## src/rtl/osc_freq_counter_if.sv

```systemverilog
// Control/result bundle for osc_freq_counter: start/abort/window in,
// busy/done/count/overflow out. Widths must match the counter instance.
interface osc_freq_counter_if #(
   parameter int unsigned CNT_W = 16,
   parameter int unsigned WIN_W = 16
);
   logic             start;
   logic             abort;
   logic [WIN_W-1:0] window;
   logic             busy;
   logic             done;
   logic [CNT_W-1:0] count;
   logic             overflow;

   modport master (
      output start, abort, window,
      input  busy, done, count, overflow
   );

   modport slave (
      input  start, abort, window,
      output busy, done, count, overflow
   );
endinterface

```

## src/rtl/osc_freq_counter.sv

```systemverilog
// Ring-oscillator frequency counter: enables the oscillator, waits SETTLE
// clk cycles, then counts synchronised rising edges of osc_in over a
// window of clk cycles and publishes the (saturating) count with a
// one-cycle done strobe.
module osc_freq_counter #(
   parameter int unsigned CNT_W  = 16,
   parameter int unsigned WIN_W  = 16,
   parameter int unsigned SETTLE = 16
) (
   input  logic                clk,
   input  logic                rst_n,
   input  logic                osc_in,
   output logic                osc_en,
   osc_freq_counter_if.slave   bus
);

   // One cycle counter serves both the settle and the measure phases.
   localparam int unsigned SW = $clog2(SETTLE + 1);
   localparam int unsigned CW = (WIN_W > SW) ? WIN_W : SW;

   typedef enum logic [1:0] {
      S_IDLE,
      S_SETTLE,
      S_MEASURE,
      S_DONE
   } state_e;

   state_e           state_q,    state_d;
   logic [WIN_W-1:0] win_q,      win_d;
   logic [CW-1:0]    cyc_q,      cyc_d;
   logic [CNT_W-1:0] edge_cnt_q, edge_cnt_d;
   logic             sat_q,      sat_d;
   logic             sync1_q,    sync1_d;
   logic             sync2_q,    sync2_d;
   logic             sync3_q,    sync3_d;
   logic             osc_en_q,   osc_en_d;
   logic             busy_q,     busy_d;
   logic             done_q,     done_d;
   logic [CNT_W-1:0] count_q,    count_d;
   logic             overflow_q, overflow_d;
   logic             rise;

   assign rise         = sync2_q & ~sync3_q;
   assign osc_en       = osc_en_q;
   assign bus.busy     = busy_q;
   assign bus.done     = done_q;
   assign bus.count    = count_q;
   assign bus.overflow = overflow_q;

   // Next-state logic for the synchroniser, phase sequencer and result registers.
   always_comb begin
      state_d    = state_q;
      win_d      = win_q;
      cyc_d      = cyc_q;
      edge_cnt_d = edge_cnt_q;
      sat_d      = sat_q;
      osc_en_d   = osc_en_q;
      busy_d     = busy_q;
      done_d     = 1'b0;
      count_d    = count_q;
      overflow_d = overflow_q;
      sync1_d    = osc_in;
      sync2_d    = sync1_q;
      sync3_d    = sync2_q;

      case (state_q)
         S_IDLE: begin
            if (bus.start && !bus.abort) begin
               busy_d     = 1'b1;
               cyc_d      = '0;
               edge_cnt_d = '0;
               sat_d      = 1'b0;
               if (bus.window != '0) begin
                  win_d    = bus.window;
                  osc_en_d = 1'b1;
                  state_d  = S_SETTLE;
               end else begin
                  state_d  = S_DONE;
               end
            end
         end
         S_SETTLE: begin
            edge_cnt_d = '0;
            sat_d      = 1'b0;
            if (bus.abort) begin
               osc_en_d = 1'b0;
               busy_d   = 1'b0;
               state_d  = S_IDLE;
            end else if (cyc_q == CW'(SETTLE - 1)) begin
               cyc_d   = '0;
               state_d = S_MEASURE;
            end else begin
               cyc_d = cyc_q + 1'b1;
            end
         end
         S_MEASURE: begin
            if (bus.abort) begin
               osc_en_d = 1'b0;
               busy_d   = 1'b0;
               state_d  = S_IDLE;
            end else begin
               if (rise) begin
                  if (edge_cnt_q == '1) begin
                     sat_d = 1'b1;
                  end else begin
                     edge_cnt_d = edge_cnt_q + 1'b1;
                  end
               end
               if (cyc_q == CW'(win_q) - CW'(1)) begin
                  state_d = S_DONE;
               end else begin
                  cyc_d = cyc_q + 1'b1;
               end
            end
         end
         S_DONE: begin
            done_d     = 1'b1;
            count_d    = edge_cnt_q;
            overflow_d = sat_q;
            osc_en_d   = 1'b0;
            busy_d     = 1'b0;
            state_d    = S_IDLE;
         end
         default: begin
            state_d = S_IDLE;
         end
      endcase
   end

   // State and registered outputs; reset clears everything asynchronously.
   always_ff @(posedge clk or negedge rst_n) begin
      if (!rst_n) begin
         state_q    <= S_IDLE;
         win_q      <= '0;
         cyc_q      <= '0;
         edge_cnt_q <= '0;
         sat_q      <= 1'b0;
         sync1_q    <= 1'b0;
         sync2_q    <= 1'b0;
         sync3_q    <= 1'b0;
         osc_en_q   <= 1'b0;
         busy_q     <= 1'b0;
         done_q     <= 1'b0;
         count_q    <= '0;
         overflow_q <= 1'b0;
      end else begin
         state_q    <= state_d;
         win_q      <= win_d;
         cyc_q      <= cyc_d;
         edge_cnt_q <= edge_cnt_d;
         sat_q      <= sat_d;
         sync1_q    <= sync1_d;
         sync2_q    <= sync2_d;
         sync3_q    <= sync3_d;
         osc_en_q   <= osc_en_d;
         busy_q     <= busy_d;
         done_q     <= done_d;
         count_q    <= count_d;
         overflow_q <= overflow_d;
      end
   end

endmodule

```

## src/flat_wrapper.sv

```systemverilog
// flat-port wrapper written by rule: the top's interface ports become plain ports
module osc_freq_counter_flat 
#(
   parameter int unsigned CNT_W  = 16,
   parameter int unsigned WIN_W  = 16,
   parameter int unsigned SETTLE = 16
)
  (clk, rst_n, osc_in, osc_en, bus_start, bus_abort, bus_window, bus_busy, bus_done, bus_count, bus_overflow);
  osc_freq_counter_if #(.CNT_W(CNT_W), .WIN_W(WIN_W)) bus_i ();
  input  logic clk;
  input  logic rst_n;
  input  logic osc_in;
  output logic osc_en;
  input wire logic [$bits(bus_i.start)-1:0] bus_start;
  input wire logic [$bits(bus_i.abort)-1:0] bus_abort;
  input wire logic [$bits(bus_i.window)-1:0] bus_window;
  output wire logic [$bits(bus_i.busy)-1:0] bus_busy;
  output wire logic [$bits(bus_i.done)-1:0] bus_done;
  output wire logic [$bits(bus_i.count)-1:0] bus_count;
  output wire logic [$bits(bus_i.overflow)-1:0] bus_overflow;
  assign bus_i.start = bus_start;
  assign bus_i.abort = bus_abort;
  assign bus_i.window = bus_window;
  assign bus_busy = bus_i.busy;
  assign bus_done = bus_i.done;
  assign bus_count = bus_i.count;
  assign bus_overflow = bus_i.overflow;
  osc_freq_counter #(.CNT_W(CNT_W), .WIN_W(WIN_W), .SETTLE(SETTLE)) u_core (.clk(clk), .rst_n(rst_n), .osc_in(osc_in), .osc_en(osc_en), .bus(bus_i));
endmodule
```

## config.mk

```make
export PLATFORM = sky130hd
export DESIGN_NAME = osc_freq_counter_flat
export DESIGN_NICKNAME = d
export VERILOG_FILES = /design/src/rtl/osc_freq_counter_if.sv /design/src/rtl/osc_freq_counter.sv /design/src/flat_wrapper.sv
export SDC_FILE = /design/constraint.sdc
export NUM_CORES = 1
export LEC_CHECK = 0
export CAP_MARGIN = 30
export CORE_MARGIN = 4
export CORE_UTILIZATION = 45
export DETAILED_ROUTE_END_ITERATION = 8
export PLACE_DENSITY = 0.65
export SLEW_MARGIN = 20
export SYNTH_ARGS = -nofsm -noshare
export SYNTH_HDL_FRONTEND = slang
export SYNTH_SLANG_ARGS = --single-unit
```

## constraint.sdc

```tcl
create_clock -name clk -period 3.4 [get_ports clk]
set_input_delay 0.51 -clock clk [delete_from_list [all_inputs] [get_ports clk]]
set_output_delay 0.51 -clock clk [all_outputs]
set_load 0.005 [all_outputs]
```

; ---- Word-level counts from Yosys, hierarchy flattened
; Cells that the tools add are included.
[totals]
in_bits = 21
output_inout_bits = 20
reg_bits = 74
[classes]
reduce_logical = 13
n_addsub = 3
n_mux = 29
n_bitwise = 2
n_eq_ne = 17
[op_table]
columns = cell, n
row1 = 2-to-1 mux 16 bit, 8
row2 = case mux 16 bit (3 select lines), 2
row3 = "adder 16 x 1 -> 16 bit, second input constant", 2
row4 = equality test 16 bit, 1
row5 = "equality test 16 bit, second input constant", 1
row6 = "equality test 16 x 4 -> 1 bit, second input constant", 1
row7 = nonzero test 16 bit, 1
row8 = "subtractor 16 x 1 -> 16 bit, second input constant", 1
row9 = AND reduction 5 bit, 3
row10 = 2-to-1 mux 2 bit, 6
row11 = "inequality test 2 x 1 -> 1 bit, second input constant", 5
row12 = 2-to-1 mux 1 bit, 9
row13 = case mux 1 bit (3 select lines), 3
row14 = AND reduction 3 bit, 3
row15 = "inequality test 2 bit, second input constant", 4
row16 = case mux 2 bit (4 select lines), 1
row17 = "inequality test 3 x 2 -> 1 bit, second input constant", 2
row18 = "equality test 2 bit, second input constant", 2
row19 = nonzero test 3 bit, 1
row20 = "equality test 2 x 1 -> 1 bit, second input constant", 1
row21 = logical NOT 2 bit, 1
row22 = AND reduction 2 bit, 1
row23 = OR reduction 2 bit, 1
row24 = AND 1 bit, 1
row25 = 3 further kinds, 3

; ---- Logic depth before layout (Yosys ltp)
; Gate-level depths: netlist of run 1.
[depth]
ltp_word = 5
depth_mapped = 13
depth_no_buf = 9

; ---- Worst setup path after synthesis of run 1
; No wires, ideal clock.
[synth_path]
path_kind = register -> register
start = register u_core.win_q[6]
end = register u_core.cyc_q[13]
arrival_ps = 2636
setup_ps = 126
stages_incl_launch_ff = 12
path_slack_ps = 639
synth_period_minus_slack_ps = 2761
path_cell_list = dfrtp_1 buf_6 or4_1 buf_2 nor3_1 mux2_2 o21ai_1 a21boi_4 and3_4 buf_6 buf_12 o21ai_2
[synth_via]
elab_chain_len = 4
[synth_lines]
columns = item, line
row1 = start: declaration, osc_freq_counter.sv:29  ; logic [WIN_W-1:0] win_q, win_d;
row2 = start signal: assignment, osc_freq_counter.sv:148  ; win_q <= win_d;
row3 = subtractor 16 x 1 -> 16 bit, osc_freq_counter.sv:109  ; if (cyc_q == CW'(win_q) - CW'(1)) begin
row4 = equality test 16 bit, osc_freq_counter.sv:109
row5 = inequality test 2 bit (no source line), -
row6 = AND reduction 5 bit (no source line), -
row7 = end signal: assignment, osc_freq_counter.sv:149  ; cyc_q <= cyc_d;
row8 = end: declaration, osc_freq_counter.sv:30  ; logic [CW-1:0] cyc_q, cyc_d;
; No other way between the ends.
; A chain may end at the register's enable or synchronous reset.

; ---- Worst setup path in the final report of run 1
[layout_path]
start = register u_core.win_q[6]
end = register u_core.cyc_q[7]
; Same word-level chain as after synthesis.

==> results.toml, run 1 <==
[setup_path]
crit_required_ns = 3.63
crit_type = "reg2reg"
startpoint_type = "flip-flop"
worstPathArrival_ns = 3.22
cp_slowest_cell = "or4_1"
slowest_delay_ns = 0.63
r2r-end = "u_core.cyc_q[7]"
crit_fanout = 16
r2r_cells = 7
endpoint_kind = "flip-flop"
reg2reg_from = "u_core.win_q[6]"
cp_cell_sequence = "or4_1, o41ai_1, o311ai_1, o211ai_1, and4b_1, and3_4, o21ai_0"
r2r_slack_ns = 0.41

[global_routing]
grt_max_degree = 75
grt_usage = 0.1870
grt_pass1_vias = 3414
grt_overflow = 0
grt_pass1_wl_mm = 17.37
antenna_found_initial = 0

[routing]
ant_nets = 0
drt_iter0_drc = 124
wl_per_cell_um = 16.56
vias = 3509
drt_wl_total_mm = 9.988
drt-vias-per-instance = 5.819
drc_errors = 0
firstDrtPassIters = 4

[floorplan]
dieWidth_um = 106.9
coreArea_um2 = 9371
start_util = 0.4693
fp.dieH_um = 106.9
dieArea_um2 = 11420
boundaryPins = 41
fp-row-count = 35

[placed_design]
detailed_place_hpwl_mm = 6.854
portBuffers = 40
gp_congestion = 0.8451

[cts]
cts_resized = 0
clkTransAtPathRegs_ns = 0.09
clock-sinks = 74
cts_tree = "yes"
hold_buffers = 0
root_buffer = "clkbuf_8"
cts_max_level = 3
cts_setup_buffers = 0
clock_latency_ns = 0.35
cts.path.max_buffers = 2
numCtsBuffers = 9

[synthesis]
post_synth_num_cell_types = 59
ys_seq_area_frac = 0.4211
synth_nets = 466
async_flop_share = 1.000
avgSynthCellArea_um2 = 10.06
synth_seq_cells = 74
mappedNetlistArea_um2 = 4398
ys.flop_type = "dfrtp_1"
yosys_warnings = 0
synth_edf_count = 0
synthesis.instances = 437

[power]
peakVddDrop_uv = 392.3
power_density_nw_per_um2 = 679.6
leakage_nw = 2.090

[min_path]
hold_path_class = "in2async"

[layout]
drive_gt1_frac = 0.1751
syn_to_final_growth_pct = 15.79
fin_util = 0.5434
regArea_um2 = 1852
n_antenna_cell = 0
nets = 498
multiInputGateArea_um2 = 2341
nFillCells = 879

[sta]
min_period_over_period = 0.8787
hold_violations = 0
post-route-min-period_ns = 2.988
timing.setup.tns_ns = 0
finClkSkew_ns = 0.01083
rsz0062_at_grt = "no"
drv_slew = 0
whs_ns = 0.09324
tightest_slew_ns = 0.9024
slew_headroom = 0.3984
finalSetupViolations = 0
timing.fmax_mhz = 334.7

[flow_run]
maxCapViolCount = 0

[status]
status = "finished, final reports clean"
## synth_stat cells, types with 5 or more instances
| master | n | area, um2 |
|---|---|---|
| a21boi_0 | 9 | 67.56 |
| a21o_1 | 5 | 37.54 |
| a21oi_1 | 8 | 40.04 |
| a41oi_1 | 16 | 140.1 |
| and2_1 | 6 | 37.54 |
| clkbuf_1 | 18 | 67.56 |
| dfrtp_1 | 74 | 1852 |
| ha_1 | 8 | 100.1 |
| inv_1 | 12 | 45.04 |
| mux2_2 | 36 | 405.4 |
| nand2_1 | 30 | 112.6 |
| nand3_1 | 12 | 60.06 |
| nand4_1 | 5 | 31.28 |
| nor2_1 | 35 | 131.4 |
| nor3_1 | 7 | 35.03 |
| nor4_1 | 12 | 75.07 |
| o21a_1 | 6 | 45.04 |
| o21ai_0 | 15 | 75.07 |
| o21ai_2 | 10 | 87.58 |
| or3_1 | 10 | 62.56 |
| or4_1 | 13 | 97.59 |
| xnor2_1 | 12 | 105.1 |
| xor2_1 | 15 | 131.4 |
## sequential cells by signal (all words and copies together), names as in the netlist
name,cells
u_core.edge_cnt_q,16
u_core.osc_en,1
u_core.bus.overflow,1
u_core.sat_q,1
u_core.cyc_q,16
u_core.bus.busy,1
u_core.bus.count,16
u_core.bus.done,1
u_core.state_q,2
u_core.sync2_q,1
u_core.win_q,16
u_core.sync1_q,1
u_core.sync3_q,1
## kinds of logic (layout without fill, tap and decap cells)
group | count (synthesis) | in the layout | share of synthesized area
compound gates | 94 | 94 | 0.1661
mux | 37 | 37 | 0.09445
xor+xnor | 28 | 28 | 0.05889
fa+ha+maj | 8 | 8 | 0.02276
simple gates | 155 | 155 | 0.1900
buf+inv | 41 | 78 | 0.04666
flops | 74 | 74 | 0.4211
## metal layers
metal / global-route usage / routed length, um / vias up
met5: 0 / 0 / -
met4: 0.05479 / 156 / 0
met3: 0.03010 / 430 / 13
met2: 0.2954 / 4738 / 85
met1: 0.2657 / 4663 / 1727
li1: - / - / 1684
## power breakdown
part | switching [mW] | internal, mW
Clock | 0.381 | 0.354
Combinational | 0.838 | 0.646
Sequential | 0.203 | 1.04
## stage by stage
stage	instances	total power [mW]	cell area [um2]	worst slack, ns
2_1_floorplan	437	2.314	4398	0.6386
3_3_place_gp	586	2.683	4865	0.5543
3_5_place_dp	586	2.728	4865	0.3673
4_1_cts	602	3.471	5072	0.3926
5_1_grt	603	3.714	5092	0.2822
6_report	603	3.461	5092	0.4123
## cell type report
| cell class | instances | share of cell area |
|---|---|---|
| Inverter | 12 | 0.008845 |
| Timing Repair Buffer | 50 | 0.09533 |
| Sequential cell | 74 | 0.3636 |
| Multi-Input combinational cell | 322 | 0.4597 |
| Clock inverter | 7 | 0.01646 |
| Tap cell | 129 | 0.03170 |
| Clock buffer | 9 | 0.02432 |
## critical path: cells and delay by family, from the launching register on
kind | cells | cell delay (ns)
and+or+nand+nor | 3 | 1.30
AOI/OAI and AO/OA | 4 | 1.11
DFF | 1 | 0.45
## cells in the final DEF (no fill, tap or decap), types with 10 or more instances in the layout
cell | netlist | layout
buf_4 | 0 | 10
nor4_1 | 12 | 12
xor2_1 | 15 | 15
or4_1 | 13 | 13
clkdlybuf4s50_1 | 0 | 39
dfrtp_1 | 74 | 74
o21ai_0 | 15 | 15
nor2_1 | 35 | 35
a41oi_1 | 16 | 16
o21ai_2 | 10 | 10
mux2_2 | 36 | 36
or3_1 | 10 | 10
nand2_1 | 30 | 30
xnor2_1 | 12 | 12
nand3_1 | 12 | 12
inv_1 | 12 | 12
## worst max path at each step
stage,slack [ns],cells past startpoint,startpoint,to
6_report,0.41,7,u_core.win_q[6],u_core.cyc_q[7]
3_3_place_gp,0.55,7,bus_abort,u_core.edge_cnt_q[5]
3_5_place_dp,0.37,7,bus_abort,u_core.edge_cnt_q[5]
4_1_cts,0.39,7,u_core.win_q[6],u_core.cyc_q[7]
5_1_grt,0.28,7,u_core.win_q[6],u_core.cyc_q[7]
2_1_floorplan,0.64,11,u_core.win_q[6],u_core.cyc_q[13]
Power figures use the tool's default switching activity.
==> run 2, diff against run 1 <==
--- a/config.mk
+++ b/config.mk
@@ -7,9 +7,10 @@
 export LEC_CHECK = 0
 export CAP_MARGIN = 30
 export CORE_MARGIN = 4
-export CORE_UTILIZATION = 45
+export CORE_UTILIZATION = 40
 export DETAILED_ROUTE_END_ITERATION = 8
-export PLACE_DENSITY = 0.65
+export PLACE_DENSITY = 0.59
+export RECOVER_POWER = 50
 export SLEW_MARGIN = 20
 export SYNTH_ARGS = -nofsm -noshare
 export SYNTH_HDL_FRONTEND = slang
==> results.toml, run 2 (synthesized netlist as in run 1, its figures left out) <==
[sta]
layout_setup_ws_ns = 0.5153
min_period_over_period = 0.8484
post-route-min-period_ns = 2.885
tightest_slew_ns = 1.321
slew_headroom = 0.1196
timing.setup.tns_ns = 0
rsz0062_at_grt = "no"
timing.fmax_mhz = 346.7
hold_violations = 0
finClkSkew_ns = 0.01210
finalSetupViolations = 0
drv_slew = 0

[setup_path]
worstPathArrival_ns = 3.12
cp.buffers_inverters = 0
cp_cell_sequence = "ha_1, nand4b_1, o41ai_2, a21o_1, nor2_1, o21a_1, a41oi_1, o41ai_2"
crit_type = "reg2reg"
crit_fanout = 15
startpoint_type = "flip-flop"
r2r-end = "u_core.cyc_q[10]"
cp_slowest_cell = "o41ai_2"
cp-startpoint = "u_core.cyc_q[0]"
slowest_delay_ns = 0.58
crit_required_ns = 3.64
reg2reg_from = "u_core.cyc_q[0]"
crit_path_frequent_cell = "o41ai_2"
endpoint_kind = "flip-flop"
r2r_slack_ns = 0.52
r2r_cells = 8
path_depth = 8
cp-endpoint = "u_core.cyc_q[10]"
path_delay_family = "compound AO/OA/AOI/OAI gates"

[layout]
multiInputGateArea_um2 = 2341
final_common_cell = "dfrtp_1"
n_antenna_cell = 0
syn_to_final_growth_pct = 15.02
regArea_um2 = 1852
nFillCells = 995
nets = 497
layout_common_cells = "dfrtp_1 (74), clkdlybuf4s50_1 (38), mux2_2 (36)"
drive_gt1_frac = 0.1691

[routing]
vias = 3506
firstDrtPassIters = 4
drt_iter0_drc = 234
drt-vias-per-instance = 5.719
wl_per_cell_um = 16.81
ant_nets = 0
drc_errors = 0
drt_wl_total_mm = 10.30

[cts]
cts_setup_buffers = 0
cts.path.max_buffers = 2
cts_tree = "yes"
cts_resized = 0
clock_latency_ns = 0.36
cts_max_level = 3
root_buffer = "clkbuf_8"
numCtsBuffers = 9
clock-sinks = 74
clkTransAtPathRegs_ns = 0.10
hold_buffers = 0

[status]
status = "finished, final reports clean"

[floorplan]
fp.dieH_um = 112.9
dieArea_um2 = 12740
dieWidth_um = 112.9
boundaryPins = 41
start_util = 0.4075
coreArea_um2 = 10790
fp-row-count = 38

[placed_design]
portBuffers = 40
detailed_place_hpwl_mm = 7.049
gp_congestion = 0.8457
dp_slack_ns = 0.4540

[flow_run]
maxCapViolCount = 0

[global_routing]
grt_usage = 0.1679
grt_max_degree = 75
grt_overflow = 0
grt_pass1_wl_mm = 17.69
antenna_found_initial = 0
grt_pass1_vias = 3553

[power]
power_density_nw_per_um2 = 672.0
peakVddDrop_uv = 378.6
leakage_nw = 2.068

[min_path]
hold_path_class = "reg2reg"
-- run 2: cell count changes in the layout (fill, tap and decap cells not counted) --
| cell | before | now |
|---|---|---|
| buf_4 | 10 | 7 |
| clkinvlp_4 | 1 | 0 |
| clkbuf_2 | 0 | 1 |
| inv_8 | 1 | 2 |
| bufinv_16 | 1 | 0 |
| inv_6 | 3 | 4 |
| clkbuf_1 | 0 | 2 |
| buf_12 | 1 | 0 |
| clkdlybuf4s50_1 | 39 | 38 |
| dlygate4sd3_1 | 0 | 1 |
-- run 2: layer usage --
metal / vias up / share of wire / global-route usage
met5: - / 0 / 0
met4: 0 / 0.0078 / 0.03926
met3: 7 / 0.056 / 0.04011
met2: 98 / 0.49 / 0.2717
met1: 1720 / 0.45 / 0.2289
li1: 1681 / - / -
-- run 2: worst reg2reg max path: stages (launching register included) --
cell,delay [ns]
dfrtp_1,0.50
ha_1,0.31
nand4b_1,0.23
o41ai_2,0.58
a21o_1,0.55
nor2_1,0.11
o21a_1,0.18
a41oi_1,0.19
o41ai_2,0.10
-- run 2: final cells by class --
type / count / share of cell area
clock buffer: 9 / 0.02449
timing repair buffer: 49 / 0.09003
inverter: 12 / 0.008904
clock inverter: 7 / 0.01311
sequential: 74 / 0.3661
multi-input combinational: 322 / 0.4628
tap: 140 / 0.03463
-- run 2: worst min-delay path by stage --
stage                               from              end  slack, ns  depth (start not counted)
after floorplan                    rst_n  u_core.bus.busy       0.21                          0
after global placement    u_core.sync1_q   u_core.sync2_q       0.33                          0
after detailed placement  u_core.sync1_q   u_core.sync2_q       0.33                          0
after CTS                          rst_n  u_core.win_q[2]       0.33                          1
after global routing      u_core.sync1_q   u_core.sync2_q       0.38                          0
final                     u_core.sync1_q   u_core.sync2_q       0.35                          0
-- run 2: stage by stage --
| stage | hold slack (ns) | util | total power, mW | instances | cell area [um2] |
|---|---|---|---|---|---|
| floorplan | 0.2144 | - | 2.314 | 437 | 4398 |
| global placement | 0.3331 | 0.4506 | 2.692 | 595 | 4863 |
| detailed placement | 0.3347 | 0.4506 | 2.715 | 595 | 4863 |
| CTS | 0.3287 | 0.4682 | 3.408 | 611 | 5054 |
| global route | 0.3756 | 0.4687 | 3.661 | 613 | 5059 |
| finish | 0.3543 | 0.4687 | 3.399 | 613 | 5059 |
-- run 2: power breakdown --
group,internal (mW),switching (mW)
logic,0.637,0.832
clock network,0.287,0.402
registers,1.04,0.201
